`config.mk`:
```
export PLATFORM = sky130hd
export DESIGN_NAME = minsec_timer
export DESIGN_NICKNAME = d
export VERILOG_FILES = /design/src/rtl/minsec_timer.sv
export SDC_FILE = /design/constraint.sdc
export NUM_CORES = 1
export LEC_CHECK = 0
export CAP_MARGIN = 25
export CORE_ASPECT_RATIO = 1.4
export CORE_UTILIZATION = 45
export CTS_CLUSTER_SIZE = 10
export DETAILED_ROUTE_END_ITERATION = 6
export PLACE_DENSITY = 0.74
export SLEW_MARGIN = 20
export SYNTH_ARGS = -nofsm -noshare
export SYNTH_HDL_FRONTEND = slang
export SYNTH_SLANG_ARGS = --single-unit
```
`constraint.sdc`:
```
create_clock -name clk_50mHz -period 6.68 [get_ports clk_50mHz]
set_clock_uncertainty 0.1 [all_clocks]
set_input_delay 1.67 -clock clk_50mHz [delete_from_list [all_inputs] [get_ports clk_50mHz]]
set_output_delay 1.67 -clock clk_50mHz [all_outputs]
set_load 0.02 [all_outputs]
```
`src/rtl/minsec_timer.sv`:
```
`timescale 1ns/1ps
// Minutes:seconds counter advanced by a synchronised 1 Hz strobe, with a
// multiplexed active-low 4-digit seven-segment display driver.
module minsec_timer #(
  parameter int SCAN_DIV = 50000
) (
  input  logic       clk_50mHz,
  input  logic       rst_n,
  input  logic       clk_1Hz,
  input  logic       run,
  input  logic       clr,
  output logic [3:0] sec_lo,
  output logic [2:0] sec_hi,
  output logic [3:0] min_lo,
  output logic [2:0] min_hi,
  output logic       wrap,
  output logic [3:0] an,
  output logic [6:0] seg
);

  localparam int CW = (SCAN_DIV > 1) ? $clog2(SCAN_DIV) : 1;
  localparam logic [CW-1:0] SCAN_LAST = CW'(SCAN_DIV - 1);

  logic s1, s2, s3;
  logic tick;

  logic [3:0] sec_lo_n, min_lo_n;
  logic [2:0] sec_hi_n, min_hi_n;
  logic       wrap_n;

  logic [CW-1:0] scan_cnt, scan_cnt_n;
  logic [1:0]    idx, idx_n;
  logic [3:0]    disp_val;
  logic [3:0]    an_n;
  logic [6:0]    seg_n;

  function automatic logic [6:0] seg_decode(input logic [3:0] v);
    case (v)
      4'd0:    seg_decode = 7'b1000000;
      4'd1:    seg_decode = 7'b1111001;
      4'd2:    seg_decode = 7'b0100100;
      4'd3:    seg_decode = 7'b0110000;
      4'd4:    seg_decode = 7'b0011001;
      4'd5:    seg_decode = 7'b0010010;
      4'd6:    seg_decode = 7'b0000010;
      4'd7:    seg_decode = 7'b1111000;
      4'd8:    seg_decode = 7'b0000000;
      4'd9:    seg_decode = 7'b0010000;
      default: seg_decode = 7'b1111111;
    endcase
  endfunction

  // clk_1Hz is asynchronous data; s3 only remembers the previous level
  always_ff @(posedge clk_50mHz or negedge rst_n) begin
    if (!rst_n) begin
      s1 <= 1'b0;
      s2 <= 1'b0;
      s3 <= 1'b0;
    end else begin
      s1 <= clk_1Hz;
      s2 <= s1;
      s3 <= s2;
    end
  end

  assign tick = s2 & ~s3;

  always_comb begin
    sec_lo_n = sec_lo;
    sec_hi_n = sec_hi;
    min_lo_n = min_lo;
    min_hi_n = min_hi;
    wrap_n   = 1'b0;
    if (clr) begin
      sec_lo_n = 4'd0;
      sec_hi_n = 3'd0;
      min_lo_n = 4'd0;
      min_hi_n = 3'd0;
    end else if (tick && run) begin
      if (sec_lo == 4'd9) begin
        sec_lo_n = 4'd0;
        if (sec_hi == 3'd5) begin
          sec_hi_n = 3'd0;
          if (min_lo == 4'd9) begin
            min_lo_n = 4'd0;
            if (min_hi == 3'd5) begin
              min_hi_n = 3'd0;
              wrap_n   = 1'b1;
            end else begin
              min_hi_n = min_hi + 3'd1;
            end
          end else begin
            min_lo_n = min_lo + 4'd1;
          end
        end else begin
          sec_hi_n = sec_hi + 3'd1;
        end
      end else begin
        sec_lo_n = sec_lo + 4'd1;
      end
    end
  end

  always_ff @(posedge clk_50mHz or negedge rst_n) begin
    if (!rst_n) begin
      sec_lo <= 4'd0;
      sec_hi <= 3'd0;
      min_lo <= 4'd0;
      min_hi <= 3'd0;
      wrap   <= 1'b0;
    end else begin
      sec_lo <= sec_lo_n;
      sec_hi <= sec_hi_n;
      min_lo <= min_lo_n;
      min_hi <= min_hi_n;
      wrap   <= wrap_n;
    end
  end

  always_comb begin
    if (scan_cnt == SCAN_LAST) begin
      scan_cnt_n = '0;
      idx_n      = idx + 2'd1;
    end else begin
      scan_cnt_n = scan_cnt + 1'b1;
      idx_n      = idx;
    end
  end

  // Display is built from next-state digits and index so an/seg always
  // match the digit outputs on the same cycle
  always_comb begin
    disp_val = 4'd0;
    an_n     = 4'b1111;
    case (idx_n)
      2'd0: begin an_n = 4'b1110; disp_val = sec_lo_n;         end
      2'd1: begin an_n = 4'b1101; disp_val = {1'b0, sec_hi_n}; end
      2'd2: begin an_n = 4'b1011; disp_val = min_lo_n;         end
      2'd3: begin an_n = 4'b0111; disp_val = {1'b0, min_hi_n}; end
      default: begin an_n = 4'b1111; disp_val = 4'd0;          end
    endcase
    seg_n = seg_decode(disp_val);
  end

  always_ff @(posedge clk_50mHz or negedge rst_n) begin
    if (!rst_n) begin
      scan_cnt <= '0;
      idx      <= 2'd0;
      an       <= 4'b1110;
      seg      <= 7'b1000000;
    end else begin
      scan_cnt <= scan_cnt_n;
      idx      <= idx_n;
      an       <= an_n;
      seg      <= seg_n;
    end
  end

endmodule

```
==> results.cfg, run 1 <==
[sta]
clock.fmax_mhz = 225
fin_crit_sh = 0.665
fin_crit_ps = 4440
relSlewSlack = 0.529
rsz0062_at_grt = false
hold_violations = 0
tightest_slew_ps = 707
setup_tns_ps = 0
finalSetupViolCount = 0
slew_violations = 0

[critical_path]
setup.worst_path.end_class = register
crit_path_start_kind = primary input
crit_buf_inv = 3
crit_slowest_cell = clkdlybuf4s50_1
crit_type = primary input to register
slowest_delay_ps = 660
critPathMaxFanout = 15
critical-path-top-delay-family = compound AO/OA/AOI/OAI gates
critical_path_arrival_ps = 4520
worst_ep_required_time_ps = 6760
critical_path.cell_chain = clkdlybuf4s50_1 -> inv_1 -> o21ai_0 -> a211oi_1 -> a21oi_1 -> a2111oi_4 -> inv_1 -> ha_1 -> nor2_1 -> o22ai_1
crit_top_cell = inv_1

[clock_tree]
clock-sinks = 47
cts.repair.resized = 0
cts_buffers = 5
root_buffer = clkbuf_8
post_cts_buffers = 0
cts_hold_buf = 0
clk_pin_slew_ps = 90
clockBufferDepth = 2
insertion_delay_ps = 300
cts_tree = done
htreeDepth = 2

[min_path]
hp-class = register to register

[global_route]
grt_pass1_vias = 1710
gr-usage-met3 = 0.0305
grt_max_degree = 48
top_usage_layer = met2
grtUsageTotal = 0.172
met1_usage = 0.209
overflow = 0
grt_use_met2 = 0.296
grt_first_pass_wirelength_um = 7810
antenna_found_initial = 0

[power_and_ir_drop]
leakagePower_nw = 1.32
total_power_uw = 533
powerDensity_mw_per_mm2 = 182
peakVddDrop_v = 0.000108

[detailed_routing]
drtIter0Drc = 70
drt_wl_total_um = 4610
first_pass_iters = 4
viasPerCell = 5.35
drc = 0
vias = 1788
ant_nets = 0
wire_per_inst_um = 13.8

[die]
placementRows = 31
start_util = 0.476
core_area_mm2 = 0.00524
ioPinCount = 31
chipHeight_um = 90.0
die_area_mm2 = 0.00584
die_x_um = 64.9

[run]
drv_cap = 0

[place]
place_congestion = 0.800
dp_hpwl_um = 3390
portBuffers = 30

[logic_synthesis]
synth_nets = 254
synth-edff-count = 0
async_flop_share = 1.00
synth_ff_type = dfrtp_1
ys_seq_area_frac = 0.474
netlist_instances = 239
yosys_warnings = 0
netlist_area_mm2 = 0.00249
avgSynthCellArea_um2 = 10.4
ys_ff_latch = 47
ys_types = 51

[final_layout]
drive_above_1_share = 0.0970
antenna_cells = 0
fill_cells = 468
syn_to_final_growth_pct = 18.0
fin_nets = 282

[run_status]
status = complete, no violations
## cell families (layout without fill, tap and decap cells)
kind of cell,after synthesis,count (layout),synth area share
AO/OA/AOI/OAI,34,34,0.107
XOR/XNOR,22,22,0.0774
adder cells (fa/ha/maj),10,10,0.0503
buffers and inverters,24,53,0.0407
flip-flops,47,47,0.474
multiplexers,6,6,0.0266
AND/OR/NAND/NOR,96,96,0.224
## cells in the mapped netlist, drive strengths merged, types with 2 or more instances
master    n  area share
nor2b     4       0.010
inv      15       0.023
clkbuf    7       0.011
a211oi    3      0.0090
nand2b    2      0.0050
mux2      2       0.011
and4      2      0.0070
dfrtp    43        0.43
o21ai     7       0.014
a22oi     3      0.0090
a21oi     6       0.014
or3       4       0.010
and3b     2      0.0070
nand3b    4       0.017
nor2     28       0.042
nor4      5       0.019
or2       3      0.0075
a2bb2oi   4       0.017
xnor2    16       0.056
and2      2      0.0050
buf       2      0.0075
xor2      6       0.021
nand2    13       0.020
o22ai     3      0.0075
nor3b     3      0.0090
nor3      5       0.010
ha       10       0.050
dfstp     4       0.042
mux2i     4       0.016
and3      6       0.015
nand3     8       0.016
## through the flow
| step | cells | setup slack [ps] | area [µm²] | hold slack, ps | utilization |
|---|---|---|---|---|---|
| floorplan | 239 | 2770 | 2490 | 231 | - |
| global placement | 326 | 2100 | 2820 | 232 | 0.539 |
| detailed placement | 326 | 1960 | 2820 | 243 | 0.539 |
| CTS | 334 | 2310 | 2940 | 263 | 0.561 |
| global route | 334 | 2070 | 2940 | 288 | 0.561 |
| finish | 334 | 2240 | 2940 | 258 | 0.561 |
## final cells by class
type	instances	area (µm²)	area share
Timing Repair Buffer	30	298	0.101
Sequential cell	47	1180	0.402
Inverter	15	56.3	0.0192
Clock inverter	3	43.8	0.0149
Clock buffer	5	68.8	0.0234
Multi-Input combinational cell	168	1210	0.411
Tap cell	66	82.6	0.0281
## sequential cells by signal (all words and copies together) (netlist names)
name,cells
scan_cnt,16
seg,7
an,4
min_lo,4
sec_lo,4
min_hi,3
sec_hi,3
idx,2
s1,1
s2,1
s3,1
wrap,1
## worst register-to-register path: cells and delay by family, from the launching register on
kind                       cells  cell delay (ps)
AOI/OAI and AO/OA              3              660
buffers and inverters          1              190
xor gates and xnor gates       1              290
DFF                            1              450
adders and majority gates      1              360
and+or+nand+nor                3             1110
## placed cells by master, fill, tap and decap left out, types with 5 or more instances in the layout
cell type and count:
xnor2_1 16, xor2_1 6, and3_1 6, nor2_1 28
clkbuf_8 5, o21ai_0 7, nor3_1 5, dfrtp_1 43
a21oi_1 5, nand2_1 13, nand3_1 8, clkdlybuf4s50_1 29
inv_1 15, ha_1 10
## report_power, final
part / internal [mW] / switching (mW) / leakage [nW] / total [mW]
Sequential: 0.288 / 0.00223 / 0.619 / 0.291
Clock: 0.111 / 0.0983 / 0.0581 / 0.210
Combinational: 0.0132 / 0.0198 / 0.642 / 0.0330
Total: 0.413 / 0.120 / 1.32 / 0.533
## path summary, 6_finish.rpt
kind / startpoint / endpoint / slack [ps] / cells after the start
worst max register to register: scan_cnt[4] / seg[1] / 3390 / 9
min in group asynchronous: rst_n / s1 / 1260 / 1
worst min register to register: s1 / s2 / 260 / 0
max in group asynchronous: rst_n / scan_cnt[11] / 4830 / 1
worst max-delay path: clr / seg[1] / 2240 / 10
worst min-delay path: s1 / s2 / 260 / 0
## layer usage
metal	vias to the layer above	share of wire	routed length, µm
met5	-	0	0
met4	0	0.015	69
met3	8	0.031	144
met2	37	0.53	2440
met1	859	0.42	1950
li1	884	-	-
(Power assumes the default switching activity.)
==> run 2: changes to the inputs <==
- clock period: 6.68 -> 4.4 ns (I/O delays scaled with it)
==> run 2 against run 1 <==
Against the previous run:
- combinational power rose by 54%
- final cell count unchanged
- setup slack worse by 1600 ps
- critical path depth unchanged
- sequential share of layout area hardly changed
- critical path type unchanged
==> results.cfg, run 2 (synthesis gave the netlist of run 1 again) <==
[detailed_routing]
vias = 1787
ant_nets = 0
drt_wl_total_um = 4520
wire_per_inst_um = 13.5
drtIter0Drc = 53
first_pass_iters = 4
drc = 0
viasPerCell = 5.35

[clock_tree]
clockBufferDepth = 2
htreeDepth = 2
root_buffer = clkbuf_8
cts_buffers = 5
cts_hold_buf = 0
cts_tree = done
post_cts_buffers = 0
cts.repair.resized = 0
clock-sinks = 47
clk_pin_slew_ps = 80
insertion_delay_ps = 300

[min_path]
hp-class = register to register
whs_path_depth = 0
min_from = s1
hold_end = s2

[final_layout]
layout_common_cells = dfrtp_1, clkdlybuf4s50_1, nor2_1, xnor2_1, inv_1
largest_reg_flops = 16
fin_nets = 283
largest_register = scan_cnt
antenna_cells = 0
layout_commonest_cell = dfrtp_1
reg.largest.list = scan_cnt (16), seg (7)
drive_above_1_share = 0.0933
syn_to_final_growth_pct = 17.9

[critical_path]
worst_ep_required_time_ps = 4470
crit_buf_inv = 2
crit_path_start_kind = primary input
crit_top_cell = a211oi_1
rr_startpoint = scan_cnt[0]
reg2reg_to = seg[1]
reg2reg_depth = 10
critical-path-top-delay-family = compound AO/OA/AOI/OAI gates
crit_slowest_cell = clkdlybuf4s50_1
critical_path_arrival_ps = 3860
setup.worst_path.end_class = register
crit_type = primary input to register
critical_path.cell_chain = clkdlybuf4s50_1 -> nand3b_4 -> or4_4 -> a211oi_1 -> a211oi_1 -> a2111oi_4 -> inv_1 -> ha_1 -> nor2_1 -> o22ai_1
slowest_delay_ps = 520
critPathMaxFanout = 11
r2r_setup_slack_ps = 1010

[sta]
finalSetupViolCount = 0
relSlewSlack = 0.515
tightest_slew_ps = 727
rsz0062_at_grt = false
fin_crit_ps = 3790
setup_tns_ps = 0
clock.fmax_mhz = 264
hold_violations = 0
slew_violations = 0
fin_crit_sh = 0.862

[die]
core_area_mm2 = 0.00524
ioPinCount = 31
die_x_um = 64.9
start_util = 0.476
chipHeight_um = 90.0
die_area_mm2 = 0.00584
placementRows = 31

[power_and_ir_drop]
combPwrFrac = 0.064
power_switching_uw = 169
leakagePower_nw = 1.32
seqPwrFrac = 0.556
switching_share = 0.212
total_power_uw = 793
clockPowerShare = 0.380
powerDensity_mw_per_mm2 = 270
peakVddDrop_v = 0.000178
intPower_uw = 625

[run]
drv_cap = 0

[global_route]
grt_pass1_vias = 1692
antenna_found_initial = 0
grtUsageTotal = 0.173
grt_max_degree = 48
grt_first_pass_wirelength_um = 7800
overflow = 0

[run_status]
status = complete, no violations

[place]
place_congestion = 0.763
dp_hpwl_um = 3300
portBuffers = 30
## run 2: changes by cell type in the layout (fill, tap and decap cells not counted)
cell	before	now
buf_4	1	2
clkbuf_1	0	1
clkinv_2	1	0
clkinv_4	1	0
## run 2: worst max-delay path by stage
stage                     startpoint      to  slack, ps  cells after the start
after floorplan                  run  seg[1]       1060                     10
after global placement           run  seg[1]        400                     10
after detailed placement         run  seg[1]        300                     10
after CTS                        run  seg[1]        620                     10
after global routing             run  seg[1]        440                     10
final                            run  seg[1]        610                     10
## run 2: worst register-to-register path: cells and delay by family (launching register included)
family | cells | cell delay, ps
and+or+nand+nor | 3 | 1010
DFF | 1 | 380
buffers and inverters | 1 | 200
adders and majority gates | 2 | 550
AOI/OAI and AO/OA | 3 | 710
xor gates and xnor gates | 1 | 310
## run 2: through the flow
stage | cells | hold WS (ps) | util | instance area, µm² | worst slack, ps
final | 334 | 250 | 0.561 | 2940 | 608
after global routing | 334 | 265 | 0.561 | 2940 | 438
after floorplan | 239 | 231 | - | 2490 | 1060
after CTS | 334 | 255 | 0.560 | 2930 | 624
after detailed placement | 327 | 236 | 0.541 | 2830 | 296
after global placement | 327 | 232 | 0.541 | 2830 | 400
## run 2: cell type report
cell class	instances	area (µm²)
clock buffers	6	72.6
multi-input cells	168	1210
well taps	66	82.6
repair buffers	31	305
flip-flops and latches	47	1180
fillers	469	2300
inverters	15	56.3
clock inverters	1	30.0
## run 2: power groups by stage
stage	registers (mW)	logic, mW	clock network [mW]
2_1_floorplan	0.455	0.0204	0
3_3_place_gp	0.449	0.0507	0
3_5_place_dp	0.450	0.0515	0
4_1_cts	0.441	0.0517	0.313
5_1_grt	0.442	0.0571	0.328
6_report	0.441	0.0509	0.302
## run 2: per-layer routing
| metal | track usage | wire length [µm] | part of all wire | vias up |
|---|---|---|---|---|
| met4 | 0.0778 | 100 | 0.022 | 0 |
| met1 | 0.215 | 1920 | 0.43 | 863 |
| met3 | 0.0305 | 114 | 0.025 | 8 |
| met5 | 0 | 0 | 0 | - |
| li1 | - | - | - | 889 |
| met2 | 0.286 | 2380 | 0.53 | 27 |
